**config.mk**
```make
export PLATFORM = sky130hd
export DESIGN_NAME = divider_iter_su
export DESIGN_NICKNAME = d
export VERILOG_FILES = /design/src/rtl/divider_pkg.sv /design/src/rtl/divider_restore_step.sv /design/src/rtl/divider_iter_su.sv
export SDC_FILE = /design/constraint.sdc
export NUM_CORES = 1
export LEC_CHECK = 0
export ABC_AREA = 1
export BUFFER_PORTS_ARGS = -buffer_cell sky130_fd_sc_hd__buf_2
export CORE_UTILIZATION = 55
export CTS_BUF_LIST = sky130_fd_sc_hd__clkbuf_4 sky130_fd_sc_hd__clkbuf_8
export DETAILED_ROUTE_END_ITERATION = 10
export HOLD_SLACK_MARGIN = 0.03
export PLACE_DENSITY_LB_ADDON = 0.2
export SKIP_LAST_GASP = 1
export SYNTH_ARGS = -nofsm -noshare
export SYNTH_HDL_FRONTEND = slang
export SYNTH_SLANG_ARGS = --single-unit
```
**constraint.sdc**
```tcl
create_clock -name tb_clk -period 2.9 [get_ports tb_clk]
set_clock_uncertainty 0.05 [all_clocks]
set_input_delay 0.725 -clock tb_clk [delete_from_list [all_inputs] [get_ports tb_clk]]
set_output_delay 0.725 -clock tb_clk [all_outputs]
set_load 0.05 [all_outputs]
```
**src/rtl/divider_pkg.sv**
```systemverilog
// Shared types and constants for the iterative restoring divider family.
package divider_pkg;

  typedef enum logic [2:0] {
    IDLE,
    PREP,
    ITER,
    FIX,
    DONE
  } div_state_e;

  // Width of a down-counter that must hold the value n.
  function automatic int unsigned cnt_width(input int unsigned n);
    return $clog2(n + 1);
  endfunction

  // All-ones quotient reported on divide-by-zero, truncated by the caller to w bits.
  function automatic logic [63:0] dbz_quot(input int unsigned w);
    return (w >= 64) ? {64{1'b1}} : ((64'd1 << w) - 64'd1);
  endfunction

endpackage

```
**src/rtl/divider_restore_step.sv**
```systemverilog
// One restoring-division step: shift in a numerator bit, trial-subtract, select.
module divider_restore_step #(
  parameter int unsigned DEN_W = 8
) (
  input  logic [DEN_W:0]   rem_in,
  input  logic             num_bit,
  input  logic [DEN_W-1:0] den,
  output logic [DEN_W:0]   rem_out,
  output logic             q_bit
);

  logic [DEN_W+1:0] shifted;
  logic [DEN_W+1:0] trial;

  // Partial remainder stays below den, so one guard bit suffices to see the borrow.
  always_comb begin
    shifted = {rem_in, num_bit};
    trial   = shifted - {2'b00, den};
    q_bit   = ~trial[DEN_W+1];
    rem_out = q_bit ? trial[DEN_W:0] : shifted[DEN_W:0];
  end

endmodule

```
**src/rtl/divider_iter_su.sv**
```systemverilog
// Iterative signed/unsigned restoring divider with valid/ready handshakes.
// Signed mode is built only when DIV_SIGNED_EN is defined.
module divider_iter_su
  import divider_pkg::*;
#(
  parameter int unsigned NUM_W = 8,
  parameter int unsigned DEN_W = 8
) (
  input  logic             tb_clk,
  input  logic             tb_srst,
  input  logic             ce,
  input  logic             in_valid,
  output logic             in_ready,
  input  logic             in_signed,
  input  logic [NUM_W-1:0] in_num,
  input  logic [DEN_W-1:0] in_den,
  output logic             out_valid,
  input  logic             out_ready,
  output logic [NUM_W-1:0] out_quot,
  output logic [DEN_W-1:0] out_rem,
  output logic             out_dbz,
  output logic             out_ovf,
  output logic             busy
);

  localparam int unsigned CNT_W = cnt_width(NUM_W);
  localparam logic [NUM_W-1:0] DBZ_QUOT = NUM_W'(dbz_quot(NUM_W));

  div_state_e       state;
  logic [NUM_W-1:0] num_r;   // operand, then magnitude, then quotient shift register
  logic [DEN_W-1:0] den_r;
  logic [DEN_W:0]   prem;
  logic [CNT_W-1:0] cnt;

  logic [NUM_W-1:0] num_mag;
  logic [DEN_W-1:0] den_mag;
  logic [NUM_W-1:0] quot_fix;
  logic [DEN_W-1:0] rem_fix;
  logic             ovf_fix;
  logic [DEN_W:0]   prem_nxt;
  logic             q_bit;

`ifdef DIV_SIGNED_EN
  logic sgn_r, q_neg, r_neg;
  logic num_neg, den_neg;

  always_comb begin
    num_neg  = sgn_r & num_r[NUM_W-1];
    den_neg  = sgn_r & den_r[DEN_W-1];
    num_mag  = num_neg ? -num_r : num_r;
    den_mag  = den_neg ? -den_r : den_r;
    quot_fix = q_neg ? -num_r : num_r;
    rem_fix  = r_neg ? -prem[DEN_W-1:0] : prem[DEN_W-1:0];
    // A positive signed quotient with MSB set can only come from MIN / -1.
    ovf_fix  = sgn_r & ~q_neg & num_r[NUM_W-1];
  end

  always_ff @(posedge tb_clk or negedge tb_srst) begin
    if (!tb_srst) begin
      sgn_r <= 1'b0;
      q_neg <= 1'b0;
      r_neg <= 1'b0;
    end else if (ce) begin
      if (state == IDLE && in_valid) sgn_r <= in_signed;
      if (state == PREP) begin
        q_neg <= num_neg ^ den_neg;
        r_neg <= num_neg;
      end
    end
  end
`else
  logic unused_signed;
  assign unused_signed = in_signed;

  always_comb begin
    num_mag  = num_r;
    den_mag  = den_r;
    quot_fix = num_r;
    rem_fix  = prem[DEN_W-1:0];
    ovf_fix  = 1'b0;
  end
`endif

  divider_restore_step #(.DEN_W(DEN_W)) u_step (
    .rem_in  (prem),
    .num_bit (num_r[NUM_W-1]),
    .den     (den_r),
    .rem_out (prem_nxt),
    .q_bit   (q_bit)
  );

  // Control FSM with registered handshake, status and result outputs.
  always_ff @(posedge tb_clk or negedge tb_srst) begin
    if (!tb_srst) begin
      state     <= IDLE;
      num_r     <= '0;
      den_r     <= '0;
      prem      <= '0;
      cnt       <= '0;
      in_ready  <= 1'b1;
      out_valid <= 1'b0;
      out_quot  <= '0;
      out_rem   <= '0;
      out_dbz   <= 1'b0;
      out_ovf   <= 1'b0;
      busy      <= 1'b0;
    end else if (ce) begin
      unique case (state)
        IDLE: begin
          if (in_valid) begin
            num_r    <= in_num;
            den_r    <= in_den;
            in_ready <= 1'b0;
            busy     <= 1'b1;
            state    <= PREP;
          end
        end
        PREP: begin
          if (den_r == '0) begin
            out_quot  <= DBZ_QUOT;
            out_rem   <= num_r[DEN_W-1:0];
            out_dbz   <= 1'b1;
            out_valid <= 1'b1;
            state     <= DONE;
          end else begin
            num_r <= num_mag;
            den_r <= den_mag;
            prem  <= '0;
            cnt   <= CNT_W'(NUM_W);
            state <= ITER;
          end
        end
        ITER: begin
          num_r <= {num_r[NUM_W-2:0], q_bit};
          prem  <= prem_nxt;
          cnt   <= cnt - CNT_W'(1);
          if (cnt == CNT_W'(1)) state <= FIX;
        end
        FIX: begin
          out_quot  <= quot_fix;
          out_rem   <= rem_fix;
          out_ovf   <= ovf_fix;
          out_valid <= 1'b1;
          state     <= DONE;
        end
        DONE: begin
          if (out_ready) begin
            out_valid <= 1'b0;
            out_dbz   <= 1'b0;
            out_ovf   <= 1'b0;
            busy      <= 1'b0;
            in_ready  <= 1'b1;
            state     <= IDLE;
          end
        end
        default: state <= IDLE;
      endcase
    end
  end

endmodule

```
Word-level counts from Yosys, hierarchy flattened
Index checks and enable logic that the tools add are counted.
- bits in registers: 53
- RAM bits: 0
- input bits: 22
- latch bits: 0
- memories: 0
- bits in read-only memories: 0
- multipliers: 0
- div/mod/pow operators: 0
- bitwise operators: 1
- equal/unequal tests: 10
- magnitude comparators: 0
- shift operators: 0
- reduce and logical (&&, ||, !) cells: 18
- mux-type cells: 26
- add/subtract/negate cells: 2
- operator list (operator ; number):
    $pmux W8 S2 ; 3
    $mux W8 ; 3
    $mux W9 ; 2
    $pmux W9 S2 ; 1
    $reduce_and A4 Y1 ; 4
    $pmux W3 S5 ; 1
    $reduce_and A3 Y1 ; 5
    $mux W3 ; 4
    $reduce_bool A2 Y1 ; 6
    $ne A2 B2 Y1 const B ; 5
    $sub A10 B8 Y10 ; 1
    $logic_not A8 Y1 ; 1
    $pmux W1 S2 ; 4
    $pmux W4 S2 ; 1
    $eq A3 B2 Y1 const B ; 2
    $mux W1 ; 5
    $eq A4 B1 Y1 const B ; 1
    $mux W4 ; 1
    $sub A4 B1 Y4 const B ; 1
    $eq A3 B1 Y1 const B ; 1
    $eq A3 B3 Y1 const B ; 1
    $logic_not A3 Y1 ; 1
    $pmux W1 S3 ; 1
    $reduce_bool A3 Y1 ; 1
    $not A1 Y1 ; 1

Longest topological paths before layout
Gate-level depths: netlist (run 1).
- depth in word-level cells: 3
- depth in mapped cells: 13
- depth with buffers taken out: 13

By module
Synthesis (run 1) repeated with hierarchy kept, for this count alone.
- cells, all modules: 456
- area, all modules: 3171.8 um2
- modules (own cells, without submodules) (module ; area each (um2) ; instances ; sequential area each (um2) ; cells each):
    divider_iter_su ; 2467.4 ; 1 ; 1302.5 ; 324
    divider_restore_step ; 704.4 ; 1 ; 0.0 ; 132

Least setup slack after synthesis (run 1)
No wires, ideal clock.
- path type: flip-flop to flip-flop
- start point: reg den_r[0], in the netlist den_mag[0]
- end point: reg prem[8]
- arrival time: 1590 ps
- data required time: 2733 ps
- stages on the path, launching flop included: 12
- path slack: 1142 ps
- setup time: 117 ps
- cell sequence: dfrtp_1 -> ha_1 -> fa_1 -> nand3b_1 -> nand2_1 -> nand2_1 -> nand2_1 -> nand2_1 -> nand2_1 -> nand2_1 -> nand3_1 -> nand2_1
- word-level cells in the longest chain between the ends: 3
- elaborated cells between the ends (all ways): 6
- those cells by class: add/sub (1); eq/ne (1); mux (2); reduce/logical (2)
- RTL lines (element ; line ; source):
    start, declared ; divider_iter_su.sv:31 ; logic [DEN_W-1:0] den_r;
    start signal, assigned ; divider_iter_su.sv:112 ; den_r <= in_den;
    start signal, assigned ; divider_iter_su.sv:127 ; den_r <= den_mag;
    $sub A10 B8 Y10 / $logic_not A8 Y1 (equally long branches) ; divider_restore_step.sv:18, divider_iter_su.sv:119 ;
    $mux W9 / $ne A2 B2 Y1 (equally long branches) ; n/a ;
    $pmux W9 S2 / $reduce_and A3 Y1 (equally long branches) ; n/a ;
    end signal, assigned ; divider_iter_su.sv:135 ; prem <= prem_nxt;
    end, declared ; divider_iter_su.sv:32 ; logic [DEN_W:0] prem;
Several ways; a longest one is shown, not always the timed one.
A chain may end at the register's enable or synchronous reset.

Worst setup path in the final report (run 1)
- start point: reg prem[4]
- end point: reg prem[3]
- word-level cells in the longest chain between the ends: 3
- RTL lines (element ; line ; source):
    $sub A10 B8 Y10 ; divider_restore_step.sv:18 ; trial = shifted - {2'b00, den};
    $mux W9 ; divider_restore_step.sv:20 ; rem_out = q_bit ? trial[DEN_W:0] : shifted[DEN_W:0];
    $pmux W9 S2 ; divider_iter_su.sv:108 ; unique case (state)
Every way passes these cells.

==> flow_summary.ini, run 1 <==
[worst_setup_path]
timing.critical_path.from_type = flop
critPathKind = reg2reg
timing.critical_path.fanout_max = 10
critPathSlowestCell = sky130_fd_sc_hd__dfrtp_1
critPathMostFrequentCell = sky130_fd_sc_hd__nand2_1
cpPeakStageDelay_ns = 0.45
worst-endpoint-required_ns = 3.06
timing.critical_path.cells = ha_1 > nand2_1 > nor2_2 > nand2_1 > nand3_2 > nand2_4 > nand2_2 > nand2_1 > nand3_1 > nand2_1
arrival_ns = 2.15
crit_end_element = flop

[sta]
timing_max_transition_violations_final = 0
setup_viol_count_final = 0
period_needed_ns = 2.00
finalSetupTns_ns = 0
max_freq_mhz = 501
relative_slew_slack = 0.374
rsz0062_at_grt = false
least_margin_pin_slew_ns = 0.939
fin_ws_ns = 0.903
layout_worst_path_cycle_share = 0.689
finalHoldViolCount = 0
final.hold.worst_slack_ns = 0.437

[routing]
post_drt_wl_per_cell_microns = 12.2
drtIter0Drc = 96
route.detailed.vias_per_inst = 5.11
dr.pass1.iters = 4
wl_microns = 5980
detail_route.drc_violations = 0
num_vias = 2503
drt.antenna.violating_nets = 0

[final_layout]
final_core_utilization = 0.642
nNetsFinal = 452
layout-area-overhead-vs-synth_pct = 11.6
multi_input_area_sq_um = 1400
n_antenna_cell = 0
post_route_cells_drive_above_1_share = 0.186
seqCellArea_sq_um = 1300
design_area_sq_um = 3320
post_layout_nonfiller_instances = 490
fillCellCount = 468

[pwr]
power_frac_seq = 0.290
net_switching_power_of_the_design_mw = 2.23
static-leakage-power_nw = 1.76
switching_share = 0.526
power_mw = 4.23
power_density_nw_per_um2 = 1270
cell_internal_pwr_mw = 2.00
clock_power_share = 0.104
worst_ir_drop_vdd_v = 0.000550
power_frac_comb = 0.605

[logic_synthesis]
synth-main-ff-cell = sky130_fd_sc_hd__dfrtp_1
post_synth_instance_area_sq_um = 2980
synth_area_leaders = sky130_fd_sc_hd__dfrtp_1 (43%), sky130_fd_sc_hd__nand2_1 (13%), sky130_fd_sc_hd__inv_1 (6.3%)
synth_enable_flop_cells = 0
synth.lib_cells_used.distinct = 35
synthArstFlopShare = 1.00
synth_warnings = 0
synth.most_common_cell = sky130_fd_sc_hd__nand2_1
ys_seq_area_frac = 0.437
synthesis.nets = 410
postSynthRegisterBits = 52
yosysTopAreaCell = sky130_fd_sc_hd__dfrtp_1
synth_largest_type_area_fraction = 0.429
post_synth_most_frequent_cells = sky130_fd_sc_hd__nand2_1 (104), sky130_fd_sc_hd__dfrtp_1 (51), sky130_fd_sc_hd__inv_1 (50)
avgSynthCellArea_sq_um = 7.90
postSynthCellCount = 377

[place]
pre_cts_slack_ns = 0.876
post_detailed_placement_half_perimeter_wirelength_microns = 4610
portBuffers = 40
globalplace.congestion = 0.864
placement.cell_area_sq_um = 3230
placed_cells = 482

[worst_hold_path]
min_path_type = reg2reg

[clock_network]
clock_sinks = 52
clock_tree_from_tritoncts = done
postCtsSetupRepairBufs = 0
clock_edge_transition_at_the_registers_on_the_reported_setup_and_hold_paths_ns = 0.10
cts-resized-gates = 0
cts.path.max_buffers = 2
cts.hold.buffers_added = 0
clk_latency_ns = 0.31
cts_made_buffers = 5
ctsHtreeMaxLevel = 2
clk_root_buffer_cell = sky130_fd_sc_hd__clkbuf_8

[global_routing]
grt_antenna_before_repair = 0
overflow = 0
vias_in_the_first_global_route = 2175
grt_start_max_net_pins = 44
overall_routing_resource_usage = 0.222
grt_first_pass_wirelength_microns = 9670

[run_status]
outcome = completed

[die]
core_area_sq_um = 5170
fp.dieH_microns = 75.6
dieArea_sq_um = 5710
top_level_ports = 43
fp.dieW_microns = 75.6
start_util = 0.576
placement_rows = 26

[run]
cap_violations = 0
==> sequential cells by signal (all words and copies together), names as in the netlist <==
name,count
prem,9
den_mag,8
num_mag,8
out_quot,8
out_rem,8
cnt,4
state,3
busy,1
in_ready,1
out_dbz,1
out_valid,1
==> power by group through the flow <==
stage               Sequential [mW]  Combinational (mW)  Clock (mW)
floorplan                      1.65                1.65           0
global placement               1.23                2.50           0
detailed placement             1.25                2.56           0
CTS                            1.23                2.58       0.446
global route                   1.27                2.91       0.478
finish                         1.23                2.56       0.442
==> area by class of cell <==
| class | count | area share |
|---|---|---|
| multi-input combinational | 261 | 0.421 |
| sequential | 52 | 0.392 |
| timing repair buffer | 43 | 0.0670 |
| inverter | 56 | 0.0648 |
| tap | 70 | 0.0264 |
| clock buffer | 5 | 0.0207 |
| clock inverter | 3 | 0.00829 |
==> logic make-up (layout without fill, tap and decap cells) <==
logic type                 count (synthesis)  in the layout  share of synthesized area
DFF                                       52             52                      0.437
adders and majority gates                 11             11                     0.0487
xor gates and xnor gates                   5              5                     0.0147
other                                      1              1                    0.00126
and+or+nand+nor                          173            173                      0.276
AOI/OAI and AO/OA                         71             71                      0.129
buffers and inverters                     64            107                     0.0933
==> placed cells by master (no fill, tap or decap) <==
cell	count
sky130_fd_sc_hd__clkinvlp_4	1
sky130_fd_sc_hd__nor3_1	1
sky130_fd_sc_hd__clkbuf_8	5
sky130_fd_sc_hd__nand3_2	2
sky130_fd_sc_hd__nand3_1	33
sky130_fd_sc_hd__buf_4	3
sky130_fd_sc_hd__a31oi_1	1
sky130_fd_sc_hd__inv_4	2
sky130_fd_sc_hd__o21ai_2	1
sky130_fd_sc_hd__nand2_4	3
sky130_fd_sc_hd__nand4_4	1
sky130_fd_sc_hd__o21ai_0	22
sky130_fd_sc_hd__a21oi_1	22
sky130_fd_sc_hd__nand4_1	2
sky130_fd_sc_hd__fa_1	1
sky130_fd_sc_hd__dfstp_2	1
sky130_fd_sc_hd__clkinv_4	1
sky130_fd_sc_hd__inv_8	1
sky130_fd_sc_hd__ha_1	10
sky130_fd_sc_hd__or2_2	1
sky130_fd_sc_hd__a21oi_2	1
sky130_fd_sc_hd__buf_2	40
sky130_fd_sc_hd__inv_1	50
sky130_fd_sc_hd__o22ai_1	1
sky130_fd_sc_hd__nor2_1	13
sky130_fd_sc_hd__conb_1	1
sky130_fd_sc_hd__dfrtp_1	51
sky130_fd_sc_hd__nor2_2	3
sky130_fd_sc_hd__o21ai_1	16
sky130_fd_sc_hd__nor2_4	5
sky130_fd_sc_hd__xor2_1	5
sky130_fd_sc_hd__inv_2	4
sky130_fd_sc_hd__o211ai_1	7
sky130_fd_sc_hd__nor3_4	1
sky130_fd_sc_hd__nand2_2	2
sky130_fd_sc_hd__nand2_1	104
sky130_fd_sc_hd__nand3b_1	2
==> metal layers <==
| metal | GRT usage | part of all wire | vias up |
|---|---|---|---|
| met2 | 0.369 | 0.46 | 56 |
| met4 | 0.0432 | 0.012 | 0 |
| met5 | 0 | 0 | - |
| met3 | 0.0397 | 0.032 | 8 |
| li1 | - | - | 1300 |
| met1 | 0.308 | 0.49 | 1139 |
==> worst max-delay path, delay by kind of cell, from the launching register on <==
kind,cells,cell delay (ns)
flip-flops,1,0.45
AND/OR/NAND/NOR,9,1.00
adder cells (fa/ha/maj),1,0.38
==> path summary, 6_finish.rpt <==
path | cells past startpoint | endpoint | from | slack (ns)
hold / removal | 2 | busy$_DFFE_PN0P_ | busy$_DFFE_PN0P_ | 0.44
max in group asynchronous | 2 | prem[8]$_DFFE_PN0P_ | tb_srst | 1.63
setup / recovery | 10 | prem[3]$_DFFE_PN0P_ | prem[4]$_DFFE_PN0P_ | 0.90
hold reg to reg | 2 | busy$_DFFE_PN0P_ | busy$_DFFE_PN0P_ | 0.44
min in group asynchronous | 1 | num_mag[4]$_DFFE_PN0P_ | tb_srst | 0.50
setup reg to reg | 10 | prem[3]$_DFFE_PN0P_ | prem[4]$_DFFE_PN0P_ | 0.90
Power figures use the tool's default switching activity.
==> run 2, diff against run 1 <==
- CORE_UTILIZATION: 55 -> 54
- clock period: 2.9 -> 1.6 ns (I/O delays scaled with it)
==> run 2 against run 1 <==
Effect of this change:
- the run now ends with setup timing left
- worst setup slack lost 1.2 ns
- global-route usage grew 5.2 points
- cell count grew 13%
- utilization grew 18 points
- cell area grew 29%
- sequential power grew 89%
- maximum frequency grew 5.7%
- critical endpoint is now num_mag[0]$_DFFE_PN0P_
==> flow_summary.ini, run 2 (synthesized netlist as in run 1, its figures left out) <==
[final_layout]
fillCellCount = 324
seqCellArea_sq_um = 1310
multi_input_area_sq_um = 1820
post_route_cells_drive_above_1_share = 0.415
leading_cell_type_in_the_layout_fill_and_taps_excluded = sky130_fd_sc_hd__nand2_1
n_antenna_cell = 0
layout-area-overhead-vs-synth_pct = 43.4
design_area_sq_um = 4270
top_register = prem
largest_reg_flops = 9
nNetsFinal = 514
leading_cell_types_in_the_layout_fill_and_taps_excluded = sky130_fd_sc_hd__nand2_1 (85), sky130_fd_sc_hd__buf_4 (51), sky130_fd_sc_hd__dfrtp_1 (49)

[worst_setup_path]
critPathKind = reg2reg
worstReg2RegEnd = num_mag[0]$_DFFE_PN0P_
r2r_slack_ns = -0.29
critPathLaunch = prem[3]$_DFFE_PN0P_
timing.critical_path.fanout_max = 7
crit_end = num_mag[0]$_DFFE_PN0P_
regToRegStartpoint = prem[3]$_DFFE_PN0P_
arrival_ns = 2.08
crit_end_element = flop
reg2reg_depth = 11
timing.critical_path.from_type = flop
worst-endpoint-required_ns = 1.79

[routing]
dr.pass1.iters = 4
wl_microns = 9040
num_vias = 3034
post_drt_wl_per_cell_microns = 16.4
drtIter0Drc = 205
drt.antenna.violating_nets = 0
detail_route.drc_violations = 0
route.detailed.vias_per_inst = 5.50

[sta]
setup_viol_count_final = 25
layout_worst_path_cycle_share = 1.18
relative_slew_slack = 0.648
max_freq_mhz = 529
finalHoldViolCount = 0
least_margin_pin_slew_ns = 0.527
fin_ws_ns = -0.290
final.hold.worst_slack_ns = 0.236
timing_max_transition_violations_final = 0
period_needed_ns = 1.89
rsz0062_at_grt = true
finalSetupTns_ns = -3.23

[global_routing]
vias_in_the_first_global_route = 2710
overflow = 0
overall_routing_resource_usage = 0.275
grt_antenna_before_repair = 0
grt_start_max_net_pins = 25
grt_first_pass_wirelength_microns = 12600

[clock_network]
clock_edge_transition_at_the_registers_on_the_reported_setup_and_hold_paths_ns = 0.10
clk_root_buffer_cell = sky130_fd_sc_hd__clkbuf_8
ctsHtreeMaxLevel = 2
clock_tree_from_tritoncts = done
clock_sinks = 52
cts_made_buffers = 5
cts.path.max_buffers = 2
clk_latency_ns = 0.32

[die]
fp.dieH_microns = 76.3
dieArea_sq_um = 5820
placement_rows = 26
top_level_ports = 43
core_area_sq_um = 5200
start_util = 0.572
fp.dieW_microns = 76.3

[place]
placement.cell_area_sq_um = 3650
pre_cts_slack_ns = -0.201
portBuffers = 40
globalplace.congestion = 0.842
post_detailed_placement_half_perimeter_wirelength_microns = 5370

[pwr]
power_density_nw_per_um2 = 2460
worst_ir_drop_vdd_v = 0.00142
static-leakage-power_nw = 2.14

[run]
cap_violations = 0

[worst_hold_path]
min_path_type = in2reg

[run_status]
outcome = finished with violations
violations = setup timing
-- run 2: area by class of cell --
type	instances	share of cell area
multi-input cells	265	0.427
flip-flops and latches	52	0.306
repair buffers	101	0.169
inverters	56	0.0510
well taps	70	0.0205
clock buffers	6	0.0179
clock inverters	2	0.00909
-- run 2: critical path, stage by stage (launching register included) --
cell                      delay, ns
sky130_fd_sc_hd__dfrtp_1       0.46
sky130_fd_sc_hd__ha_4          0.32
sky130_fd_sc_hd__nand2_1       0.08
sky130_fd_sc_hd__nand2_2       0.08
sky130_fd_sc_hd__inv_2         0.05
sky130_fd_sc_hd__nand2_2       0.08
sky130_fd_sc_hd__nand2_4       0.08
sky130_fd_sc_hd__nand3_4       0.15
sky130_fd_sc_hd__nand2_8       0.09
sky130_fd_sc_hd__nand2_8       0.10
sky130_fd_sc_hd__nand2_1       0.10
sky130_fd_sc_hd__a21oi_1       0.17
-- run 2: layer usage --
metal | up-vias | GRT usage | part of all wire
met5 | - | 0 | 0
met4 | 0 | 0.0962 | 0.029
met3 | 28 | 0.0515 | 0.065
met2 | 129 | 0.454 | 0.50
met1 | 1449 | 0.361 | 0.41
li1 | 1428 | - | -
-- run 2: where the power goes --
group          internal, mW  switching [mW]
Combinational          2.78            4.40
Clock                 0.491           0.484
Sequential             1.90           0.429
Total                  5.17            5.32
-- run 2: worst min path at each step --
| stage | from | endpoint | slack, ns | depth (start not counted) |
|---|---|---|---|---|
| finish | in_den[2] | den_mag[2]$_DFFE_PN0P_ | 0.24 | 3 |
| global route | in_den[7] | den_mag[7]$_DFFE_PN0P_ | 0.25 | 3 |
| CTS | in_den[2] | den_mag[2]$_DFFE_PN0P_ | 0.24 | 3 |
| detailed placement | tb_srst | out_valid$_DFFE_PN0P_ | 0.24 | 1 |
| global placement | tb_srst | busy$_DFFE_PN0P_ | 0.24 | 1 |
| floorplan | tb_srst | busy$_DFFE_PN0P_ | 0.05 | 0 |
-- run 2: what timing repair did --
item,CTS,global route
hold endpoints to repair,7,0
pin swaps,14,26
cloned,1,3
setup buffers,5,11
endpoints found under the setup margin,32,40
hold buffers,1,0
resized for setup,23,71
-- run 2: metrics by stage --
step	cells	util	total power, mW
after floorplan	377	-	6.21
after global routing	552	0.820	11.2
after global placement	523	0.701	7.71
after detailed placement	523	0.701	7.89
final	552	0.820	10.5
after CTS	538	0.749	9.30
